==> src/rtl/mips_defs.sv <==
// rtl/mips_defs.sv - shared MIPS opcode/funct constants and register indices
package mips_defs;

    localparam logic [5:0] OP_ROP  = 6'b000000;
    localparam logic [5:0] OP_JAL  = 6'b000011;
    localparam logic [5:0] OP_BEQ  = 6'b000100;
    localparam logic [5:0] OP_ORI  = 6'b001101;
    localparam logic [5:0] OP_LUI  = 6'b001111;
    localparam logic [5:0] OP_LB   = 6'b100000;
    localparam logic [5:0] OP_LH   = 6'b100001;
    localparam logic [5:0] OP_LW   = 6'b100011;
    localparam logic [5:0] OP_LBU  = 6'b100100;
    localparam logic [5:0] OP_LHU  = 6'b100101;
    localparam logic [5:0] OP_SW   = 6'b101011;

    localparam logic [5:0] FUNCT_ADDU = 6'b100001;

    localparam logic [4:0] REG_ZERO = 5'd0;
    localparam logic [4:0] REG_RA   = 5'd31;

    // Return address written by jal: the instruction after the delay slot.
    function automatic logic [31:0] link_addr(input logic [31:0] pc);
        return pc + 32'd8;
    endfunction

endpackage

==> src/rtl/load_ext.sv <==
// rtl/load_ext.sv - sub-word load lane select and sign/zero extension
module load_ext
    import mips_defs::*;
(
    input  logic [5:0]  op,
    input  logic [1:0]  offset,
    input  logic [31:0] word,
    output logic [31:0] data
);

    logic [7:0]  byte_sel;
    logic [15:0] half_sel;

    // Little-endian lanes: byte 0 is word[7:0]; offset[0] is ignored for halves.
    assign byte_sel = word[8*offset +: 8];
    assign half_sel = word[16*offset[1] +: 16];

    always_comb begin
        data = word;
        case (op)
            OP_LB:   data = {{24{byte_sel[7]}}, byte_sel};
            OP_LBU:  data = {24'd0, byte_sel};
            OP_LH:   data = {{16{half_sel[15]}}, half_sel};
            OP_LHU:  data = {16'd0, half_sel};
            default: data = word;
        endcase
    end

endmodule

==> src/rtl/mem_wb_reg.sv <==
// rtl/mem_wb_reg.sv - MEM/WB pipeline register; MEM_WB_LOAD_EXT_EN adds lb/lbu/lh/lhu
module mem_wb_reg
    import mips_defs::*;
(
    input  logic        clk,
    input  logic        rst,
    input  logic        stall,
    input  logic        flush,
    input  logic        in_valid,
    input  logic [31:0] in_pc,
    input  logic [5:0]  in_op,
    input  logic [5:0]  in_funct,
    input  logic [31:0] in_alu,
    input  logic [31:0] in_mem,
    input  logic [4:0]  in_rd,
    input  logic        in_regwrite,
    output logic        wb_valid,
    output logic [31:0] wb_pc,
    output logic        wb_we,
    output logic [4:0]  wb_addr,
    output logic [31:0] wb_data,
    output logic        fwd_we,
    output logic [4:0]  fwd_addr,
    output logic [31:0] fwd_data,
    output logic [31:0] retired
);

    logic [4:0]  cap_addr;
    logic [31:0] cap_data;
    logic        cap_we;
    logic        unused_funct;

    // Writeback data does not depend on funct; the port exists for decode symmetry.
    assign unused_funct = ^in_funct;

`ifdef MEM_WB_LOAD_EXT_EN
    logic [31:0] ext_data;

    load_ext u_load_ext (
        .op     (in_op),
        .offset (in_alu[1:0]),
        .word   (in_mem),
        .data   (ext_data)
    );
`endif

    always_comb begin
        cap_addr = (in_op == OP_JAL) ? REG_RA : in_rd;
        cap_we   = in_valid & in_regwrite & (cap_addr != REG_ZERO);
        cap_data = in_alu;
        case (in_op)
            OP_LW:  cap_data = in_mem;
            OP_JAL: cap_data = link_addr(in_pc);
`ifdef MEM_WB_LOAD_EXT_EN
            OP_LB, OP_LBU, OP_LH, OP_LHU: cap_data = ext_data;
`endif
            default: cap_data = in_alu;
        endcase
    end

    // Flush wins over stall; a flushed slot is zeroed rather than left stale.
    always_ff @(posedge clk or posedge rst) begin
        if (rst) begin
            wb_valid <= 1'b0;
            wb_pc    <= 32'd0;
            wb_we    <= 1'b0;
            wb_addr  <= 5'd0;
            wb_data  <= 32'd0;
            retired  <= 32'd0;
        end else if (flush) begin
            wb_valid <= 1'b0;
            wb_pc    <= 32'd0;
            wb_we    <= 1'b0;
            wb_addr  <= 5'd0;
            wb_data  <= 32'd0;
        end else if (!stall) begin
            wb_valid <= in_valid;
            wb_pc    <= in_pc;
            wb_we    <= cap_we;
            wb_addr  <= cap_addr;
            wb_data  <= cap_data;
            retired  <= retired + {31'd0, in_valid};
        end
    end

    assign fwd_we   = wb_we;
    assign fwd_addr = wb_addr;
    assign fwd_data = wb_data;

endmodule

==> config.mk <==
export PLATFORM = sky130hd
export DESIGN_NAME = mem_wb_reg
export DESIGN_NICKNAME = d
export VERILOG_FILES = /design/src/rtl/mips_defs.sv /design/src/rtl/load_ext.sv /design/src/rtl/mem_wb_reg.sv
export SDC_FILE = /design/constraint.sdc
export NUM_CORES = 1
export LEC_CHECK = 0
export CAP_MARGIN = 20
export CORE_MARGIN = 1.5
export CORE_UTILIZATION = 39
export CTS_BUF_LIST = sky130_fd_sc_hd__clkbuf_2 sky130_fd_sc_hd__clkbuf_4 sky130_fd_sc_hd__clkbuf_8
export CTS_CLUSTER_DIAMETER = 150
export CTS_CLUSTER_SIZE = 24
export DETAILED_ROUTE_END_ITERATION = 7
export PLACE_DENSITY_LB_ADDON = 0.12
export SETUP_SLACK_MARGIN = 0.5
export SYNTH_ARGS = -nofsm -noshare
export SYNTH_HDL_FRONTEND = slang
export SYNTH_SLANG_ARGS = --single-unit
==> constraint.sdc <==
create_clock -name clk -period 3.07 [get_ports clk]
set_input_delay 0.4605 -clock clk [delete_from_list [all_inputs] [get_ports clk]]
set_output_delay 0.4605 -clock clk [all_outputs]
set_load 0.01 [all_outputs]
# [Yosys cells after proc, flatten, opt, wreduce, memory -nomap -nowiden]
# Cells that the tools add are included.
[totals] out_inout_bits=141 reg_bits=103 in_bits=119 word_cells=29
[classes] bitwise=4 eq_ne=3 reduce_logical=2 muxes=12 add_sub_neg=2
[op_table] op="2-to-1 mux 32 bit" n=4
[op_table] op="one-hot mux 32 bit (2 select lines)" n=1
[op_table] op="adder 32 x 1 -> 32 bit" n=1
[op_table] op="adder 32 x 4 -> 32 bit, second input constant" n=1
[op_table] op="2-to-1 mux 5 bit" n=3
[op_table] op="equality test 6 x 2 -> 1 bit, second input constant" n=1
[op_table] op="equality test 6 bit, second input constant" n=1
[op_table] op="nonzero test 5 bit" n=1
[op_table] op="2-to-1 mux 1 bit" n=4
[op_table] op="bitwise AND 1 bit" n=2
[op_table] op="inequality test 2 x 1 -> 1 bit, second input constant" n=1
[op_table] op="inverter 1 bit" n=2
[op_table] op="AND reduction 2 bit" n=1

# [Longest topological paths before layout]
# Gate-level depths: netlist of run 1.
[depth] word_depth=6 ltp_mapped=8 ltp_nobuf=7

# [Worst setup path before layout of run 1]
# Ideal clock, no wire load.
[synth_path] kind="in2reg" start="in in_valid" end="reg retired[26]" arrival_time_ns=2.198 slack_ns=0.747 required_ns=2.945 path_buffers=1 setup_time_ns=0.125 cell_stages=8 cell_sequence="ha_1 -> ha_1 -> or3b_1 -> or4_1 -> clkbuf_1 -> nor2b_1 -> nand4_1 -> xnor2_1"
[synth_between] elab_chain_cells=1
[synth_rtl] element="start: declaration" line_no="mem_wb_reg.sv:9" rtl="input logic in_valid,"
[synth_rtl] element="adder 32 x 1 -> 32 bit" line_no="mem_wb_reg.sv:82" rtl="retired <= retired + {31'd0, in_valid};"
[synth_rtl] element="end signal: assignment" line_no="mem_wb_reg.sv:82"
[synth_rtl] element="end: declaration" line_no="mem_wb_reg.sv:25" rtl="output logic [31:0] retired"
# Every way passes these cells.
# A chain may end at the register's enable or synchronous reset.

# [Worst setup path after layout of run 1]
[layout_path] start="in in_pc[4]" end="reg wb_data[29], in the netlist fwd_data[29]"
[layout_between] elab_chain_cells=4
[layout_rtl] element="start: declaration" line_no="mem_wb_reg.sv:10" rtl="input logic [31:0] in_pc,"
[layout_rtl] element="adder 32 x 4 -> 32 bit" line_no="mips_defs.sv:23" rtl="return pc + 32'd8;"
[layout_rtl] element="one-hot mux 32 bit (2 select lines)" line_no="mem_wb_reg.sv:51" rtl="case (in_op)"
[layout_rtl] element="2-to-1 mux 32 bit" line_no="mem_wb_reg.sv:76" rtl="end else if (!stall) begin"
[layout_rtl] element="2-to-1 mux 32 bit" line_no="mem_wb_reg.sv:70" rtl="end else if (flush) begin"
[layout_rtl] element="end signal: assignment" line_no="mem_wb_reg.sv:81" rtl="wb_data <= cap_data;"
[layout_rtl] element="end: declaration" line_no="mem_wb_reg.sv:21" rtl="output logic [31:0] wb_data,"
# Every way passes these cells. The select of a mux whose other input is x is not followed.

==> reports/results.ini, run 1 <==
[sta]
setup_violations = 0
fmax_mhz = 410
timing.slew.headroom_pct = 32.7
clock-skew-final_ns = 0.0106
final.setup.worst_slack_ns = 0.630
setup_tns_ns = 0
finalHoldViolCount = 0
worstMarginPinSlew_ns = 1.01
post-route-period-util_pct = 79.5
rsz0062_at_grt = false
period_needed_ns = 2.44
slew_viol_final = 0
holdWs_ns = 0.478

[global_routing]
grt_overflow = 0
antenna_found_initial = 0
grt_start_max_net_pins = 104
grt_pass1_vias = 5393
grtUsageTotal_pct = 23.9
grt_pass1_wl_microns = 29300

[pwr]
leakage_uw = 0.00353
powerDensity_nw_per_um2 = 373
irDropWorstVdd_v = 0.000314

[layout]
final_cell_mix = clkdlybuf4s50_1, dfrtp_1, nand2_1
fillers = 1298
mostFrequentLayoutCell = clkdlybuf4s50_1
drive_gt1_share_pct = 7.00
synthToLayoutAreaGrowth_pct = 47.5
fin_util_pct = 58.7
final_area_sq_um = 8490
nNetsFinal = 946
num_antenna_cells = 0

[synthesis]
async_reset_ff_share_pct = 100
ys_ff_latch = 103
yosysSeqAreaShare_pct = 44.8
yosys_most_used_dff = dfrtp_1
synth_edf_count = 0
synthCells = 615
synth_cell_types = 51
synth_largest_area_cell = dfrtp_1
postSynthAreaPerCell_sq_um = 9.36
synthTopCellsByArea = dfrtp_1, mux2i_1, buf_4, xnor2_1, nand2_1
synth_top_area_share_pct = 44.8
netlist_area_sq_um = 5760
ys_warn_count = 0
synthesis.nets = 737

[floorplanning]
core-area_sq_um = 14500
die_w_microns = 124
die_height_microns = 124
initial_core_util_pct = 39.8
num_io_pins = 260
die-area_sq_um = 15500
fp-row-count = 44

[setup_path]
arrival_ns = 2.69
critPathMostFrequentCell = or4_4
required_ns = 3.32
cp_slowest_cell = or4_4
crit_chain = clkdlybuf4s50_1 -> ha_1 -> nand3_4 -> or4_4 -> or4_4 -> xor2_1 -> o32ai_1
end_kind = flip-flop
critPathLaunchType = input port
crit_type = in2reg
cp_max_fo = 3
slowest_delay_ns = 0.59

[routing]
wl_per_cell_microns = 18.2
via_count = 5391
remaining_drc_errors = 0
antenna_left = 0
drtIter0Drc = 297
routed_wl_microns = 18400
via_per_inst = 5.32
drt_first_pass_iters = 4

[clock_network]
cts_setup_buffers = 0
cts_buffer_depth = 2
clk_pin_slew_ns = 0.11
cts_tree = built
clock_latency_ns = 0.39
cts.sinks = 103
cts_max_level = 3
cts_root_buffer = clkbuf_8
cts_buffers = 9

[hold_path]
hp-class = reg2reg

[run]
cap_violations = 0

[place]
gp_congestion = 0.827
hpwl_microns = 13900
place_area_sq_um = 8270
pre_cts_ws_ns = -0.00289
port_buffers = 253

[outcome]
status = finished clean

## synthesized netlist by cell type (10+ instances only)
master,instances
mux2i_1,38
clkbuf_1,31
inv_1,14
nand3_1,19
nor4_1,12
a31oi_1,12
buf_4,38
and3_1,12
xnor2_1,32
nor3_1,18
nand2_1,57
xor2_1,16
nand4_1,16
o21ai_0,22
o211ai_1,10
and4_1,12
dfrtp_1,103
nor2_1,55
a21oi_1,22
## power breakdown
part	total (uW)	internal [uW]	switching [uW]
sequential	1530	1440	89.3
combinational	786	448	338
clock	849	330	519
total	3170	2220	946
## metal layers
layer | GRT usage [%] | vias up | routed length, microns
li1 | - | 2572 | -
met1 | 30.9 | 2612 | 8010
met2 | 39.4 | 180 | 8860
met3 | 6.23 | 27 | 1160
met4 | 7.51 | 0 | 392
met5 | 0 | - | 0
## final timing paths
check / slack [ns] / cells past startpoint / start / to
worst min register to register: 0.48 / 1 / retired[31] / retired[31]
min in group asynchronous: 0.57 / 3 / rst / retired[6]
worst min-delay path: 0.48 / 1 / retired[31] / retired[31]
max in group asynchronous: 2.06 / 3 / rst / wb_pc[30]
worst max register to register: 0.85 / 7 / retired[0] / retired[26]
worst max-delay path: 0.63 / 7 / in_pc[4] / fwd_data[29]
## critical path: cells and delay by family
family,cells,cell delay (ns)
AOI/OAI and AO/OA,1,0.11
and+or+nand+nor,3,1.21
xor gates and xnor gates,1,0.17
buffers and inverters,1,0.50
adders and majority gates,1,0.23
## registers in the layout (all words and copies together), names as in the netlist
signal / cells
fwd_addr: 5
fwd_data: 32
wb_valid: 1
retired: 32
wb_pc: 32
fwd_we: 1
## cell families (layout without fill, tap and decap cells)
group                    Yosys count  count (layout)  share of synthesized area [%]
AND/OR/NAND/NOR                  230             230                           20.5
flip-flops                       103             103                           44.8
AO/OA/AOI/OAI                     98              98                           11.0
buffers and inverters             92             306                           8.50
XOR/XNOR                          48              48                           7.30
multiplexers                      41              41                           7.20
adder cells (fa/ha/maj)            3               3                          0.652
## cell type report
cell class | instances | area (sq um) | area share (%)
Multi-Input combinational cell | 420 | 2720 | 32.1
Timing Repair Buffer | 274 | 2710 | 31.9
Inverter | 16 | 63.8 | 0.751
Tap cell | 184 | 230 | 2.71
Sequential cell | 103 | 2580 | 30.4
Clock buffer | 10 | 138 | 1.62
Clock inverter | 6 | 53.8 | 0.634
## per-stage QoR
step	power (uW)	std cells
after global placement	2330	997
after floorplan	1880	615
after detailed placement	2350	997
after CTS	3210	1013
final	3170	1013
after global routing	3330	1013
## timing repair
item,4_1_cts,5_1_grt
endpoints found under the setup margin,4,11
hold buffers,0,0
resized for setup,1,6
Power figures use the tool's default switching activity.
==> inputs of run 2 (changes only) <==
Settings changed: CORE_UTILIZATION 39 to 43.
Clock period 3.07 ns to 2.45 ns, I/O delays scaled along.
==> run 2 against run 1 <==
Largest power group unchanged. Register-to-register slack lost 0.50 ns. Critical endpoint is now retired[18]. Cell count grew 2.9%. Sequential share of layout area shrank 1.2 points. First-iteration DRC count grew 19%. Hold slack lost 0.14 ns. Global-route usage grew 2.8 points. Highest routed layer unchanged.
==> reports/results.ini, run 2 (synthesized netlist as in run 1, its figures left out) <==
[routing]
antenna_left = 0  ; unchanged
wl_per_cell_microns = 18.1  ; was 18.2 microns
drtIter0Drc = 354  ; was 297
via_per_inst = 5.40  ; was 5.32
routed_wl_microns = 18800  ; was 18400 microns
drt_first_pass_iters = 5  ; was 4
via_count = 5626  ; was 5391
remaining_drc_errors = 0  ; unchanged

[global_routing]
antenna_found_initial = 0  ; unchanged
grt_start_max_net_pins = 104  ; unchanged
grt_pass1_vias = 5663  ; was 5393
grtUsageTotal_pct = 26.8  ; was 23.9%
grt_overflow = 0  ; unchanged
grt_pass1_wl_microns = 29700  ; was 29300 microns

[clock_network]
cts_buffers = 9  ; unchanged
clk_pin_slew_ns = 0.10  ; was 0.11 ns
cts_tree = built  ; unchanged
cts_max_level = 3  ; unchanged
clock_latency_ns = 0.37  ; was 0.39 ns
cts.sinks = 103  ; unchanged
cts_root_buffer = clkbuf_8  ; unchanged
cts_buffer_depth = 2  ; unchanged

[hold_path]
hp-class = in2reg  ; was reg2reg

[setup_path]
arrival_ns = 2.36  ; was 2.69 ns
r2r-start = retired[0]  ; unchanged
worstReg2RegEnd = retired[18]  ; was retired[26]
end_kind = flip-flop  ; unchanged
r2r_cells = 7  ; unchanged
crit_type = reg2reg  ; was in2reg
critPathLaunchType = flip-flop  ; was input port
cp_max_fo = 4  ; was 3
ff2ff_setup_slack_ns = 0.35  ; was 0.85 ns
crit_path_end = retired[18]  ; was fwd_data[29]
required_ns = 2.71  ; was 3.32 ns
cp-startpoint = retired[0]  ; was in_pc[4]

[layout]
final_cell_mix = clkdlybuf4s50_1, dfrtp_1, buf_4  ; was clkdlybuf4s50_1, dfrtp_1, nand2_1
mostFrequentLayoutCell = clkdlybuf4s50_1  ; unchanged
regArea_sq_um = 2580  ; unchanged
num_antenna_cells = 0  ; unchanged
multi_input_area_sq_um = 2840  ; was 2720 sq um
fin_util_pct = 67.3  ; was 58.7%
fillers = 1063  ; was 1298
nNetsFinal = 984  ; was 946
drive_gt1_share_pct = 13.5  ; was 7.00%
synthToLayoutAreaGrowth_pct = 53.5  ; was 47.5%

[floorplanning]
initial_core_util_pct = 43.8  ; was 39.8%
core-area_sq_um = 13100  ; was 14500 sq um
die-area_sq_um = 14100  ; was 15500 sq um
fp-row-count = 42  ; was 44
num_io_pins = 260  ; unchanged
die_height_microns = 119  ; was 124 microns
die_w_microns = 119  ; was 124 microns

[pwr]
powerDensity_nw_per_um2 = 451  ; was 373 nW/um^2
leakage_uw = 0.00373  ; was 0.00353 uW
irDropWorstVdd_v = 0.000291  ; was 0.000314 V

[sta]
period_needed_ns = 2.10
setup_violations = 0  ; unchanged
final.setup.worst_slack_ns = 0.351  ; was 0.630 ns
slew_viol_final = 0  ; unchanged
rsz0062_at_grt = true  ; was false
post-route-period-util_pct = 85.7
fmax_mhz = 476
clock-skew-final_ns = 0.00700  ; was 0.0106 ns
timing.slew.headroom_pct = 53.8  ; was 32.7%
worstMarginPinSlew_ns = 0.692  ; was 1.01 ns
finalHoldViolCount = 0  ; unchanged

[outcome]
status = finished clean  ; unchanged

[place]
hpwl_microns = 14200  ; was 13900 microns
port_buffers = 253  ; unchanged
pre_cts_ws_ns = -0.384  ; was -0.00289 ns
gp_congestion = 0.878  ; was 0.827

[run]
cap_violations = 0  ; unchanged

==> run 2: cell types whose count changed in the layout (fill, tap and decap cells not counted), moves of 3 or more <==
cell             delta
ha_1                -3
ha_4                +3
nand2_1             -4
clkdlybuf4s50_1    -14
nand2_2             +4
clkinv_4            -3
buf_4              +37
dlygate4sd2_1      +11
==> run 2: what timing repair did <==
action / CTS / global route
buffers inserted: 5 / 0
pin swaps: 13 / 5
gates resized for setup: 38 / 8
setup endpoints to repair: 31 / 27
hold buffers: 0 / 0
==> run 2: worst min-delay path by stage <==
stage | to | start | slack, ns | cells past startpoint
after floorplan | fwd_data[30] | in_alu[30] | 0.51 | 2
final | wb_pc[6] | in_pc[6] | 0.34 | 3
after global routing | wb_pc[5] | in_pc[5] | 0.37 | 3
after CTS | wb_pc[4] | in_pc[4] | 0.38 | 4
after global placement | retired[31] | retired[31] | 0.47 | 1
after detailed placement | retired[31] | retired[31] | 0.46 | 1
==> run 2: where the power goes <==
| part | total, uW | internal [uW] | leakage [uW] | switching (uW) |
|---|---|---|---|---|
| logic | 1070 | 614 | 0.00227 | 452 |
| registers | 1920 | 1810 | 0.00138 | 118 |
| clock network | 991 | 414 | 0.0000853 | 578 |
| total | 3980 | 2830 | 0.00373 | 1150 |
==> run 2: area by class of cell <==
class                      count  share of cell area, %
clock buffer                  12                   1.73
clock inverter                 3                  0.227
inverter                      16                  0.722
multi-input combinational    420                   32.2
sequential                   103                   29.2
tap                          176                   2.49
timing repair buffer         312                   33.5
==> run 2: per-stage QoR <==
stage | cell area (sq um) | power [uW] | std cells | hold WS, ns | setup TNS, ns
after global routing | 8840 | 4170 | 1042 | 0.369 | 0
after detailed placement | 8560 | 3000 | 1022 | 0.462 | -4.12
after floorplan | 5820 | 2380 | 615 | 0.506 | 0
after global placement | 8560 | 2970 | 1022 | 0.466 | -3.45
after CTS | 8820 | 4010 | 1042 | 0.375 | 0
final | 8840 | 3980 | 1042 | 0.337 | 0
==> run 2: worst max-delay path: stages (launching register included) <==
cell     delay [ns]
dfrtp_1        0.40
ha_4           0.16
ha_4           0.12
or3b_4         0.37
or4_4          0.49
nor2_4         0.17
nand4_1        0.13
xnor2_1        0.16
==> run 2: per-layer routing <==
metal  up-vias  track usage (%)  wire length, microns
li1       2642                -                     -
met1      2743             34.8                  8150
met5         -                0                     0
met4         0             9.64                   405
met2       215             44.4                  9110
met3        26             5.55                  1160
==> inputs of run 3 (changes only) <==
Settings changed: CORE_MARGIN 1.5 to default, SLEW_MARGIN from default to 20.
==> run 3 against run 2 <==
Maximum frequency shrank 0.34%. Sequential power barely moved. Routed wire length is 0.97% lower. Global-route usage up 0.22 points. First-iteration DRC count grew 15%. Cell count is 0.48% lower. Sequential cell count did not move. Combinational power barely moved. Clock skew up 0.0031 ns. Clock power rose by 21%. Core utilization rose by 2.1 points.
==> reports/results.ini, run 3 (synthesized netlist as in run 1, its figures left out) <==
[outcome]
status = finished clean  ; unchanged

[global_routing]
antenna_found_initial = 0  ; unchanged
grt_pass1_vias = 5565  ; was 5663
grt_overflow = 0  ; unchanged
grtUsageTotal_pct = 27.0  ; was 26.8%
grt_pass1_wl_microns = 29400  ; was 29700 microns
grt_start_max_net_pins = 44  ; was 104

[setup_path]
crit_type = reg2reg  ; unchanged
arrival_ns = 2.39  ; was 2.36 ns
required_ns = 2.73  ; was 2.71 ns
critPathLaunchType = flip-flop  ; unchanged
end_kind = flip-flop  ; unchanged
cp_max_fo = 4  ; unchanged

[pwr]
powerDensity_nw_per_um2 = 472  ; was 451 nW/um^2
total_power_uw = 4190  ; was 3980 uW
leakage_uw = 0.00375  ; was 0.00373 uW
irDropWorstVdd_v = 0.000491  ; was 0.000291 V

[floorplanning]
initial_core_util_pct = 44.9  ; was 43.8%
die_height_microns = 118  ; was 119 microns
num_io_pins = 260  ; unchanged
die-area_sq_um = 13900  ; was 14100 sq um
core-area_sq_um = 12800  ; was 13100 sq um
fp-row-count = 41  ; was 42
die_w_microns = 118  ; was 119 microns

[clock_network]
cts_buffers = 9  ; unchanged
clock_latency_ns = 0.39  ; was 0.37 ns
cts.sinks = 103  ; unchanged
cts_tree = built  ; unchanged
cts_max_level = 3  ; unchanged
clk_pin_slew_ns = 0.10  ; about the same
cts_buffer_depth = 2  ; unchanged
hold_buffers = 0  ; unchanged
cts_root_buffer = clkbuf_8  ; unchanged

[routing]
antenna_left = 0  ; unchanged
via_count = 5664  ; was 5626
wl_per_cell_microns = 18.0  ; was 18.1 microns
routed_wl_microns = 18600  ; was 18800 microns
remaining_drc_errors = 0  ; unchanged
drtIter0Drc = 407  ; was 354
via_per_inst = 5.46  ; was 5.40
drt_first_pass_iters = 5  ; unchanged

[sta]
setup_tns_ns = 0  ; unchanged
slew_viol_final = 0  ; unchanged
fmax_mhz = 475  ; was 476 MHz
setup_violations = 0  ; unchanged
worstMarginPinSlew_ns = 0.654  ; was 0.692 ns
post-route-period-util_pct = 86.0  ; was 85.7%
finalHoldViolCount = 0  ; unchanged
period_needed_ns = 2.11  ; was 2.10 ns
timing.slew.headroom_pct = 56.3  ; was 53.8%
rsz0062_at_grt = true  ; unchanged
clock-skew-final_ns = 0.0101  ; was 0.00700 ns

[layout]
nNetsFinal = 982  ; was 984
drive_gt1_share_pct = 12.9  ; was 13.5%
fin_util_pct = 69.3  ; was 67.3%
num_antenna_cells = 0  ; unchanged
synthToLayoutAreaGrowth_pct = 54.4  ; was 53.5%
fin_cells = 1037  ; was 1042
final_cell_mix = clkdlybuf4s50_1, dfrtp_1, nand2_1  ; was clkdlybuf4s50_1, dfrtp_1, buf_4
mostFrequentLayoutCell = clkdlybuf4s50_1  ; unchanged

[place]
port_buffers = 253  ; unchanged
placed_cells = 1015  ; was 1022
gp_congestion = 0.931  ; was 0.878
hpwl_microns = 14300  ; was 14200 microns

[run]
cap_violations = 0  ; unchanged

[hold_path]
hp-class = in2reg  ; unchanged

[run 3: what timing repair did]
action	in CTS	in global routing
buffers inserted	5	1
resized for setup	30	7
endpoints found under the setup margin	27	25
pin swaps	10	4
[run 3: worst max-delay path, cell delays in order (launching register included)]
cell,delay (ns)
dfrtp_1,0.40
ha_4,0.16
ha_4,0.12
or3b_4,0.37
or4_4,0.49
nor2_4,0.16
nand4_1,0.15
xnor2_1,0.16
[run 3: report_power, final]
part           internal, uW  switching, uW  total, uW
clock                   577            624       1200
combinational           620            451       1070
sequential             1810            114       1920
total                  3000           1190       4190
[run 3: layout make-up]
type	count	area, sq um
Sequential cell	103	2580
Fill cell	1028	3940
Timing Repair Buffer	310	2970
Clock buffer	9	124
Multi-Input combinational cell	420	2840
Inverter	16	63.8
Tap cell	172	215
Clock inverter	7	95.1
[run 3: worst paths after layout]
| kind | cells past startpoint | start | end | slack, ns |
|---|---|---|---|---|
| setup / recovery | 7 | retired[0] | retired[18] | 0.34 |
| hold / removal | 4 | stall | retired[2] | 0.38 |
| setup reg to reg | 7 | retired[0] | retired[18] | 0.34 |
| hold reg to reg | 1 | retired[9] | retired[9] | 0.50 |
| max in group asynchronous | 3 | rst | wb_pc[21] | 1.41 |
| min in group asynchronous | 2 | rst | retired[19] | 0.42 |
[run 3: metrics by stage]
step                worst slack, ns  instance area, sq um  hold slack [ns]
floorplan                     0.253                  5820            0.506
global placement             -0.369                  8550            0.463
detailed placement           -0.429                  8550            0.485
CTS                           0.356                  8860            0.367
global route                  0.280                  8890            0.381
finish                        0.343                  8890            0.383
[run 3: per-layer routing]
metal  up-vias  wire, microns  track usage [%]
met4         0            537             10.8
met2       233           9000             44.7
met1      2765           7970             33.8
li1       2630              -                -
met3        36           1130             6.40
met5         -              0                0
